--- src/rtl/hazard_unit.sv ---
// hazard_unit: forwarding selects, stage stall/flush generation, a
// multi-cycle E-stage sequencer (freezes F/D/E, bubbles M while the op
// runs) and a saturating count of fetch-stall cycles.
//
// The stall and flush outputs are produced independently. Each stage
// register gives its flush priority over its stall, so a stage may see
// both asserted in the same cycle.
module hazard_unit #(
    parameter int MC_LATENCY  = 4,
    parameter int COUNT_WIDTH = 16
) (
    input  logic                   clk,
    input  logic                   reset,
    input  logic [3:0]             RA1D,
    input  logic [3:0]             RA2D,
    input  logic [3:0]             RA1E,
    input  logic [3:0]             RA2E,
    input  logic [3:0]             WA3E,
    input  logic [3:0]             WA3M,
    input  logic [3:0]             WA3W,
    input  logic                   RegWriteM,
    input  logic                   RegWriteW,
    input  logic                   MemtoRegE,
    input  logic                   PCWrPendingF,
    input  logic                   PCSrcW,
    input  logic                   BranchTakenE,
    input  logic                   MultiCycleE,
    input  logic                   ClearCount,
    output logic [1:0]             ForwardAE,
    output logic [1:0]             ForwardBE,
    output logic                   StallF,
    output logic                   StallD,
    output logic                   StallE,
    output logic                   FlushD,
    output logic                   FlushE,
    output logic                   FlushM,
    output logic                   McBusy,
    output logic [COUNT_WIDTH-1:0] StallCycles
);

    localparam int CW = $clog2(MC_LATENCY);
    // The first stall cycle is spent in IDLE, the last BUSY cycle releases,
    // so BUSY counts down from MC_LATENCY-2 to 0.
    localparam logic [CW-1:0] CNT_LOAD = CW'(MC_LATENCY - 2);

    typedef enum logic {
        IDLE = 1'b0,
        BUSY = 1'b1
    } state_t;

    state_t        state, next_state;
    logic [CW-1:0] cnt, cnt_next;
    logic          mc_stall;
    logic          ld_stall;

    // Forwarding select: the younger result in M wins over W; r15 is the PC
    // and is never forwarded.
    always_comb begin
        ForwardAE = 2'b00;
        ForwardBE = 2'b00;
        if (RegWriteM && (WA3M == RA1E) && (RA1E != 4'hF))
            ForwardAE = 2'b10;
        else if (RegWriteW && (WA3W == RA1E) && (RA1E != 4'hF))
            ForwardAE = 2'b01;
        if (RegWriteM && (WA3M == RA2E) && (RA2E != 4'hF))
            ForwardBE = 2'b10;
        else if (RegWriteW && (WA3W == RA2E) && (RA2E != 4'hF))
            ForwardBE = 2'b01;
    end

    // Load-use: the instruction in D needs a value the load in E has not fetched yet.
    assign ld_stall = MemtoRegE && ((RA1D == WA3E) || (RA2D == WA3E));

    // Sequencer state register and countdown.
    always_ff @(posedge clk or negedge reset) begin
        if (!reset) begin
            state <= IDLE;
            cnt   <= '0;
        end else begin
            state <= next_state;
            cnt   <= cnt_next;
        end
    end

    // Sequencer next state; a PC write from W aborts a wrong-path op at once.
    always_comb begin
        next_state = state;
        cnt_next   = cnt;
        mc_stall   = 1'b0;
        if (PCSrcW) begin
            next_state = IDLE;
            cnt_next   = '0;
        end else begin
            case (state)
                IDLE: begin
                    if (MultiCycleE) begin
                        mc_stall   = 1'b1;
                        next_state = BUSY;
                        cnt_next   = CNT_LOAD;
                    end
                end
                BUSY: begin
                    if (cnt != '0) begin
                        mc_stall = 1'b1;
                        cnt_next = cnt - 1'b1;
                    end else begin
                        next_state = IDLE;
                    end
                end
                default: next_state = IDLE;
            endcase
        end
    end

    // Stage control outputs.
    always_comb begin
        McBusy = (state == BUSY);
        StallF = ld_stall | PCWrPendingF | mc_stall;
        StallD = ld_stall | mc_stall;
        StallE = mc_stall;
        FlushD = PCWrPendingF | PCSrcW | BranchTakenE;
        FlushE = (ld_stall & ~mc_stall) | BranchTakenE | PCSrcW;
        FlushM = mc_stall;
    end

    // Fetch-stall counter: clear wins, otherwise count up and stick at all-ones.
    always_ff @(posedge clk or negedge reset) begin
        if (!reset)
            StallCycles <= '0;
        else if (ClearCount)
            StallCycles <= '0;
        else if (StallF && (StallCycles != {COUNT_WIDTH{1'b1}}))
            StallCycles <= StallCycles + 1'b1;
    end

endmodule
--- config.mk ---
export PLATFORM = sky130hd
export DESIGN_NAME = hazard_unit
export DESIGN_NICKNAME = d
export VERILOG_FILES = /design/src/rtl/hazard_unit.sv
export SDC_FILE = /design/constraint.sdc
export NUM_CORES = 1
export LEC_CHECK = 0
export CAP_MARGIN = 20
export CELL_PAD_IN_SITES_DETAIL_PLACEMENT = 0
export CELL_PAD_IN_SITES_GLOBAL_PLACEMENT = 1
export CORE_MARGIN = 2
export CORE_UTILIZATION = 30
export CTS_BUF_LIST = sky130_fd_sc_hd__clkbuf_16
export DETAILED_ROUTE_END_ITERATION = 10
export DONT_BUFFER_PORTS = 1
export HOLD_SLACK_MARGIN = 0.15
export PLACE_DENSITY_LB_ADDON = 0.1
export SYNTH_ARGS = -nofsm -noshare
export SYNTH_HDL_FRONTEND = slang
export SYNTH_SLANG_ARGS = --single-unit
--- constraint.sdc ---
create_clock -name clk -period 4.55 [get_ports clk]
set_clock_uncertainty 0.15 [all_clocks]
set_input_delay 0.455 -clock clk [delete_from_list [all_inputs] [get_ports clk]]
set_output_delay 0.455 -clock clk [all_outputs]
set_load 0.005 [all_outputs]
# After elaboration in Yosys (flattened, before gate mapping)
# Index checks and enable logic that the tools add are counted.
[totals]
reg_bits = 19
in_bits = 38
elab_cells = 54
[classes]
add_sub_neg = 2
eq_ne = 11
mux = 14
bitwise = 10
n_reduce_logical = 14
[ops]
columns = ["op", "count"]
rows = [
  ["2-to-1 mux 16 bit", 2],
  ["equality test 4 bit", 6],
  ["adder 16 x 1 -> 16 bit, second input constant", 1],
  ["inequality test 16 bit, second input constant", 1],
  ["logical AND 1 bit", 10],
  ["2-to-1 mux 2 bit", 5],
  ["inequality test 4 bit, second input constant", 2],
  ["bitwise OR 1 bit", 7],
  ["2-to-1 mux 1 bit", 5],
  ["one-hot mux 2 bit (2 select lines)", 1],
  ["nonzero test 2 bit", 2],
  ["inequality test 3 x 2 -> 1 bit, second input constant", 1],
  ["inequality test 3 bit, second input constant", 1],
  ["inverter 1 bit", 2],
  ["one-hot mux 1 bit (2 select lines)", 1],
  ["AND reduction 2 bit", 1],
  ["subtractor 2 x 1 -> 2 bit, second input constant", 1],
  ["bitwise AND 1 bit", 1],
  ["logical OR 1 bit", 1],
]

# Logic depth before layout (Yosys ltp)
# Gate-level depths: netlist (run 1).
[logic_depth]
word_depth = 8
ltp_mapped = 9

# Worst setup path after synthesis (run 1)
# Ideal clock, no wire load.
[synth_path]
path_kind = "reg-to-reg"
start = "register cnt[0]"
end = "register StallCycles[13]"
arrival_time_ns = 2.121
t_required_ns = 4.272
path_slack_ns = 2.151
path_stages_with_launch = 9
path_buffers = 1
synth_period_minus_slack_ns = 2.399
path_cell_list = "dfrtp_1 -> inv_1 -> ha_1 -> a211oi_1 -> o21a_1 -> nor2_2 -> buf_6 -> nor4_1 -> mux2_1"
[synth_via]
elab_chain_len = 7
[synth_lines]
columns = ["item", "line", "text"]
rows = [
  ["from (decl)", "52", "logic [CW-1:0] cnt, cnt_next;"],
  ["from (signal assigned)", "81", "cnt <= cnt_next;"],
  ["nonzero test 2 bit", "103", "if (cnt != '0) begin"],
  ["2-to-1 mux 1 bit", "103", ""],
  ["one-hot mux 1 bit (2 select lines)", "94", "case (state)"],
  ["2-to-1 mux 1 bit", "90", "if (PCSrcW) begin"],
  ["via FlushM", "36", "output logic FlushM,"],
  ["bitwise OR 1 bit", "118", "StallF = ld_stall | PCWrPendingF | mc_stall;"],
  ["logical AND 1 bit", "132", "else if (StallF && (StallCycles != {COUNT_WIDTH{1'b1}}))"],
  ["nonzero test 2 bit (no source line)", "n/a", ""],
  ["to (signal assigned)", "133", "StallCycles <= StallCycles + 1'b1;"],
  ["to (decl)", "38", "output logic [COUNT_WIDTH-1:0] StallCycles"],
]
# The timed path passes the listed nets, and every way through them passes these cells.
# A chain may end at the register's enable or synchronous reset.

# Final worst setup path (run 1)
[layout_path]
start = "register StallCycles[4]"
end = "register StallCycles[15]"
[layout_via]
elab_chain_len = 3
[layout_lines]
columns = ["item", "line"]
rows = [
  ["adder 16 x 1 -> 16 bit or inequality test 16 bit (tied branches)", "133, 132"],
  ["2-to-1 mux 16 bit or logical AND 1 bit (tied branches)", "132"],
  ["2-to-1 mux 16 bit or nonzero test 2 bit (tied branches)", "n/a"],
]
# Several ways; a longest one is shown, not always the timed one. The select of a mux whose other input is x is not followed.

==> summary.md, run 1 <==
| Metric | Value |
|---|---|
| Worst EP arrival | `roughly 2900 ps` |
| Slowest cell on the critical path | `nor2_2` |
| Register area share after synthesis | `around 34%` |
| Vias | `approximately 1200` |
| Mapped Avg Cell Area | `~8.5 µm²` |
| Layout area overhead | `9.55%` |
| Post-CTS setup buffers | `0` |
| Hold crit path type | `input pin to flop` |
| Final Max Slew Viols | `0` |
| Setup violators final | `0` |
| Multi-input logic area | `857 µm²` |
| First-pass GRT wire length | `about 6000 µm` |
| Rows | `24` |
| Wirelength per Cell | `approximately 17 µm` |
| Worst r2r path cells | `6` |
| Flop pwr share | `roughly 43%` |
| Setup Total Neg Slack | `0 ps` |
| Share of cells above drive strength 1 | `3.66%` |
| Post-synthesis register bit count | `19` |
| Clock transition at the registers of the reported paths | `60 ps` |
| Final worst path period need | `roughly 2900 ps` |
| Max Cap Viol | `0` |
| Placed insts | `roughly 210` |
| Port Buf Inserts | `0` |
| Vias per cell | `about 5.7` |
| Yosys top cell by area | `dfrtp_1` |
| R2r startpoint | `StallCycles[4]$_DFFE_PN0P_` |
| Fillers | `473` |
| RSZ-0062 raised after global routing | `no` |
| Die Wd | `72.0 µm` |
| Reg2reg end | `StallCycles[15]$_DFFE_PN0P_` |
| Worst Setup End Kind | `flop` |
| Critical path class | `flop to flop` |
| Final cell count without fillers | `around 220` |
| Mapped Cells | `~160` |
| Post-CTS sizing | `0` |
| Comb power frac | `between 10% and 20%` |
| Total track usage | `between 10 and 15%` |
| Overflow after GRT | `0` |
| Clock sinks | `19` |
| Worst EP required | `approximately 4500 ps` |
| Crit-path max cell delay | `660 ps` |
| Final RePlAce weighted congestion | `roughly 0.81` |
| Synth area leaders | `dfrtp_1, xor2_1, nor2_1, nand3_1, or4_1` |
| Initial Util | `31.5%` |
| Clock buffer depth | `2` |
| Relative slew slack | `38.6%` |
| Top Ports | `65` |
| CTS HTree Levels | `1` |
| Hold Path Origin | `PCSrcW` |
| Fmax | `~350 MHz` |
| Yosys warns | `0` |
| Pwr/cell area | `between 200 and 300 nW/µm²` |
| Register Area | `approximately 480 µm²` |
| Root Buffer | `clkbuf_16` |
| Worst slew pin tran | `about 900 ps` |
| VDD IR max | `between 100 and 150 µV` |
| Main flop type after synthesis | `dfrtp_1` |
| Worst-path fanout max | `23` |
| Number of flops mapped to enable cells by yosys | `0` |
| Period utilisation layout | `between 60 and 70%` |
| Hold Buf Count CTS | `3` |
| Async set-reset flop share out of synthesis | `100%` |
| Initial drt markers | `44` |
| Status | `finished clean` |
| Leak | `about 0.60 nW` |
| Crit-path cells | `nand4_2 -> or4_1 -> o211a_1 -> nor2_2 -> nor4_1 -> mux2_1` |
| CTS tree | `done` |
| Synth Cell Area | `roughly 1400 µm²` |
| Hold path endpoint | `McBusy$_DFF_PN0_` |
| Die span in y | `just over 70 µm` |
| Initial antenna violation count | `0` |
| Hold Vio Cnt, Final | `0` |
| DRC | `0` |
| Die area | `between 5000 and 6000 µm²` |
| Antenna diode count | `0` |
| Final wirelength | `3700 µm` |
| Routed Antenna Nets | `0` |
| Final nets | `around 210` |
| Internal Pwr Total | `0.000318 W` |
| Synth cell types | `33` |
| Clock power share | `43.3%` |
| Vias in the first global route | `around 1200` |
| Register-to-register setup slack | `between 1500 and 2000 ps` |
| Hold Path Cell Cnt | `1` |
| CTS Buf Count | `3` |
| DR pass1 iterations | `4` |
| Clk_lat worst skew | `260 ps` |
| Largest net degree at the start of global routing | `24` |
| Sw Ratio | `roughly a quarter` |
| Post-DP HPWL | `about 2700 µm` |
| CP startpoint kind | `flop` |
| Sw Pwr | `between 0.0001 and 0.00015 W` |
| Yosys top cell area share | `approximately 34%` |
| Commonest cells post-synth | `dfrtp_1, nor2_1, xor2_1` |
| Core area | `4410 µm²` |
| Syn_nets | `slightly above 200` |
-- layout by cell type (no fill, tap or decap), drive strengths merged, types with 2 or more instances in the layout --
cell | netlist | layout
nand3 | 13 | 13
a21oi | 11 | 11
nand2 | 7 | 7
or4 | 8 | 8
nor2b | 4 | 4
mux2 | 3 | 3
nor2 | 20 | 20
ha | 2 | 2
dlygate4sd3 | 0 | 3
xor2 | 17 | 17
o21ai | 9 | 9
nor3 | 4 | 4
nand4 | 6 | 6
nor4 | 4 | 4
clkbuf | 2 | 3
inv | 4 | 5
o31ai | 7 | 7
and4 | 2 | 2
dfrtp | 19 | 19
or3 | 3 | 3
xnor2 | 6 | 6
-- registers in the layout, summed over array words and instances (netlist names) --
signal,cells
StallCycles,16
McBusy,1
cnt,2
-- kinds of logic (layout without fill, tap and decap cells) --
logic type | count (synthesis) | in the layout | share of synthesized area [%]
muxes | 4 | 4 | 3.15
buffers and inverters | 10 | 11 | 4.05
AOI/OAI and AO/OA | 31 | 31 | 13.3
and+or+nand+nor | 74 | 74 | 28.9
DFF | 19 | 19 | 34.2
xor gates and xnor gates | 23 | 23 | 14.5
adders and majority gates | 2 | 2 | 1.80
-- power groups by stage --
stage	registers, W	clock network [W]	logic (W)
2_1_floorplan	0.000184	0	0.0000507
3_3_place_gp	0.000186	0	0.0000506
3_5_place_dp	0.000186	0	0.0000520
4_1_cts	0.000183	0.000187	0.0000604
5_1_grt	0.000184	0.000195	0.0000688
6_report	0.000183	0.000185	0.0000591
-- worst max-delay path: cells and delay by family, from the launching register on --
family / cells / cell delay, ps
and+or+nand+nor: 4 / 1600
DFF: 1 / 460
muxes: 1 / 340
AOI/OAI and AO/OA: 1 / 190
-- layout make-up --
cell class / count / share of cell area [%]
Clock buffer: 3 / 4.93
Clock inverter: 1 / 0.247
Inverter: 4 / 0.987
Multi-Input combinational cell: 134 / 56.3
Sequential cell: 19 / 31.2
Tap cell: 52 / 4.28
Timing Repair Buffer: 3 / 1.97
-- per-stage QoR --
stage	hold slack (ps)	setup WS, ps	total power, W	util (%)	instance area [µm²]
6_report	232	1690	0.000427	34.5	1520
3_5_place_dp	10.0	1680	0.000238	32.0	1410
5_1_grt	249	1460	0.000448	34.5	1520
2_1_floorplan	9.41	2150	0.000235	-	1390
4_1_cts	236	1660	0.000431	34.5	1520
3_3_place_gp	10.0	1780	0.000237	32.0	1410
-- routing by layer --
layer	wire length [µm]	part of all wire (%)	global-route usage (%)
met1	1670	45	19.3
met2	1670	45	23.0
met3	317	8.6	4.17
met4	34	0.92	4.19
met5	0	0	0
-- how the worst max path moves through the flow --
stage	from	endpoint	slack, ps	cells past startpoint
floorplan	cnt[0]$_DFFE_PN0P_	StallCycles[13]$_DFFE_PN0P_	2150	8
global placement	StallCycles[4]$_DFFE_PN0P_	StallCycles[13]$_DFFE_PN0P_	1780	6
detailed placement	StallCycles[4]$_DFFE_PN0P_	StallCycles[13]$_DFFE_PN0P_	1680	6
CTS	StallCycles[4]$_DFFE_PN0P_	StallCycles[13]$_DFFE_PN0P_	1660	6
global route	cnt[0]$_DFFE_PN0P_	StallCycles[15]$_DFFE_PN0P_	1460	7
finish	StallCycles[4]$_DFFE_PN0P_	StallCycles[15]$_DFFE_PN0P_	1690	6
Power figures use the tool's default switching activity.
==> run 2, diff against run 1 <==
clock period = 2.7 ns   (was 4.55 ns; I/O delays follow)
==> run 2 against run 1 <==
Compared with the run above: critical path depth grew 1; via count grew 2.2%; count of clock-buffer cells in the layout is the same; total power grew 72%; sequential share of layout area shrank 1.2 points; first-iteration DRC count grew 30%; setup slack lost 1500 ps; utilization grew 1.4 points.
==> summary.md, run 2 (synthesis results as in run 1) <==
| Metric | Value |
|---|---|
| Vias in the first global route | `around 1300` |
| Worst EP arrival | `2420 ps` |
| Initial Util | `a little under a third` |
| Initial antenna violation count | `0` |
| Rows | `24` |
| Antenna diode count | `0` |
| Worst Setup End Kind | `flop` |
| CTS tree | `done` |
| Clock transition at the registers of the reported paths | `60 ps` |
| Core area | `about 4400 µm²` |
| Most frequent cells in the layout | `dfrtp_1, nor2_1, xor2_1, nand3_1, a21oi_1` |
| Post-CTS setup buffers | `0` |
| Most used cell, CP | `or4_1` |
| Top Ports | `65` |
| Layout area overhead | `14.0%` |
| Die span in y | `72.0 µm` |
| Clk_lat worst skew | `between 200 and 300 ps` |
| Setup violators final | `0` |
| Worst r2r path cells | `7` |
| Comb power frac | `16.8%` |
| Worst-path fanout max | `10` |
| Die Wd | `72.0 µm` |
| Share of cells above drive strength 1 | `under 10%` |
| Worst EP required | `2650 ps` |
| DR pass1 iterations | `4` |
| Final Max Slew Viols | `0` |
| Vias per cell | `between 5 and 6` |
| Sw Ratio | `between 20% and 30%` |
| Root Buffer | `clkbuf_16` |
| CTS Buf Count | `3` |
| Fmax | `between 400 and 500 MHz` |
| Max FFs per register | `16` |
| Hold Path Cell Cnt | `3` |
| Period utilisation layout | `between 90% and 100%` |
| Sw Pwr | `approximately 0.00018 W` |
| Total track usage | `14.7%` |
| Hold_ws | `183 ps` |
| Layout Utilization | `approximately 36%` |
| CP Launch Point | `StallCycles[6]$_DFFE_PN0P_` |
| Final worst path period need | `~2500 ps` |
| Reg with most FFs | `StallCycles` |
| Post-DP Area | `about 1500 µm²` |
| Final nets | `between 200 and 250` |
| Post-DP HPWL | `2910 µm` |
| Hold path endpoint | `cnt[0]$_DFFE_PN0P_` |
| Flop pwr share | `roughly two fifths` |
| Overflow after GRT | `0` |
| Final Cell Area | `~1600 µm²` |
| VDD IR max | `255 µV` |
| R2r startpoint | `StallCycles[6]$_DFFE_PN0P_` |
| Hold crit path type | `input pin to flop` |
| DRC | `0` |
| Hold Path Origin | `MultiCycleE` |
| First-pass GRT wire length | `around 6000 µm` |
| Relative slew slack | `about two fifths` |
| Crit-path max cell delay | `about 580 ps` |
| Initial drt markers | `57` |
| Final wirelength | `3730 µm` |
| Clock buffer depth | `2` |
| Wirelength per Cell | `about 17 µm` |
| Crit-path cells | `nand4_2 -> or4_1 -> o211a_1 -> nor2_2 -> buf_4 -> or4_1 -> a21oi_1` |
| Max Cap Viol | `0` |
| CTS HTree Levels | `1` |
| Pre-CTS WS | `about 240 ps` |
| Post-route setup slack | `around 220 ps` |
| Setup Total Neg Slack | `0 ps` |
| Reg2reg end | `StallCycles[9]$_DFFE_PN0P_` |
| Worst slew pin tran | `between 800 and 900 ps` |
| Largest net degree at the start of global routing | `20` |
| Port Buf Inserts | `0` |
| CP startpoint kind | `flop` |
| Register-to-register setup slack | `approximately 220 ps` |
| Leak | `0.636 nW` |
| Clock sinks | `19` |
| Routed Antenna Nets | `0` |
| Hold Vio Cnt, Final | `0` |
| Pwr/cell area | `roughly 460 nW/µm²` |
| Vias | `between 1000 and 1500` |
| Clock power share | `between 40% and 50%` |
| Critical path class | `flop to flop` |
| RSZ-0062 raised after global routing | `no` |
| Status | `finished clean` |
| Die area | `a little over 5000 µm²` |
| Internal Pwr Total | `0.000549 W` |
| Post-CTS sizing | `0` |
| Slowest cell on the critical path | `or4_1` |
| Final RePlAce weighted congestion | `about 0.8` |
==> run 2: cell count changes in the layout (fill, tap and decap cells not counted), sizes merged <==
cell,before,now
clkinv,0,1
buf,0,8
inv,5,4
==> run 2: power groups by stage <==
| stage | Clock (W) | Combinational, W | Sequential, W |
|---|---|---|---|
| global route | 0.000331 | 0.000141 | 0.000304 |
| finish | 0.000307 | 0.000123 | 0.000302 |
| CTS | 0.000315 | 0.000126 | 0.000302 |
| global placement | 0 | 0.000107 | 0.000307 |
| detailed placement | 0 | 0.000111 | 0.000307 |
| floorplan | 0 | 0.0000855 | 0.000310 |
==> run 2: worst max-delay path, delay by kind of cell (launching register included) <==
kind,cells,cell delay [ps]
buf+inv,1,260
compound gates,2,230
flops,1,430
simple gates,4,1260
==> run 2: what timing repair did <==
| action | in CTS | in global routing |
|---|---|---|
| endpoints found under the hold margin | 38 | 0 |
| hold buffers | 3 | 0 |
| endpoints found under the setup margin | 0 | 0 |
==> run 2: worst max path at each step <==
stage	to	slack, ps
after floorplan	StallCycles[13]$_DFFE_PN0P_	300
after CTS	StallCycles[9]$_DFFE_PN0P_	200
after global placement	StallCycles[13]$_DFFE_PN0P_	320
after detailed placement	StallCycles[13]$_DFFE_PN0P_	240
final	StallCycles[9]$_DFFE_PN0P_	220
after global routing	StallCycles[7]$_DFFE_PN0P_	20
==> run 2: layout make-up <==
| cell class | count | area [µm²] |
|---|---|---|
| clock buffers | 3 | 75.1 |
| clock inverters | 1 | 5.00 |
| fillers | 473 | 2830 |
| inverters | 4 | 15.0 |
| multi-input cells | 134 | 857 |
| flip-flops and latches | 19 | 475 |
| well taps | 52 | 65.1 |
| repair buffers | 11 | 90.1 |
==> run 2: stage by stage <==
step                std cells  total power, W
floorplan                 163        0.000396
global placement          217        0.000414
detailed placement        217        0.000418
CTS                       224        0.000743
global route              224        0.000775
finish                    224        0.000732
==> run 2: per-layer routing <==
| layer | part of all wire [%] | GRT usage (%) |
|---|---|---|
| met1 | 44 | 18.6 |
| met3 | 7.1 | 2.78 |
| met2 | 49 | 26.3 |
| met4 | 0.32 | 2.73 |
| met5 | 0 | 0 |
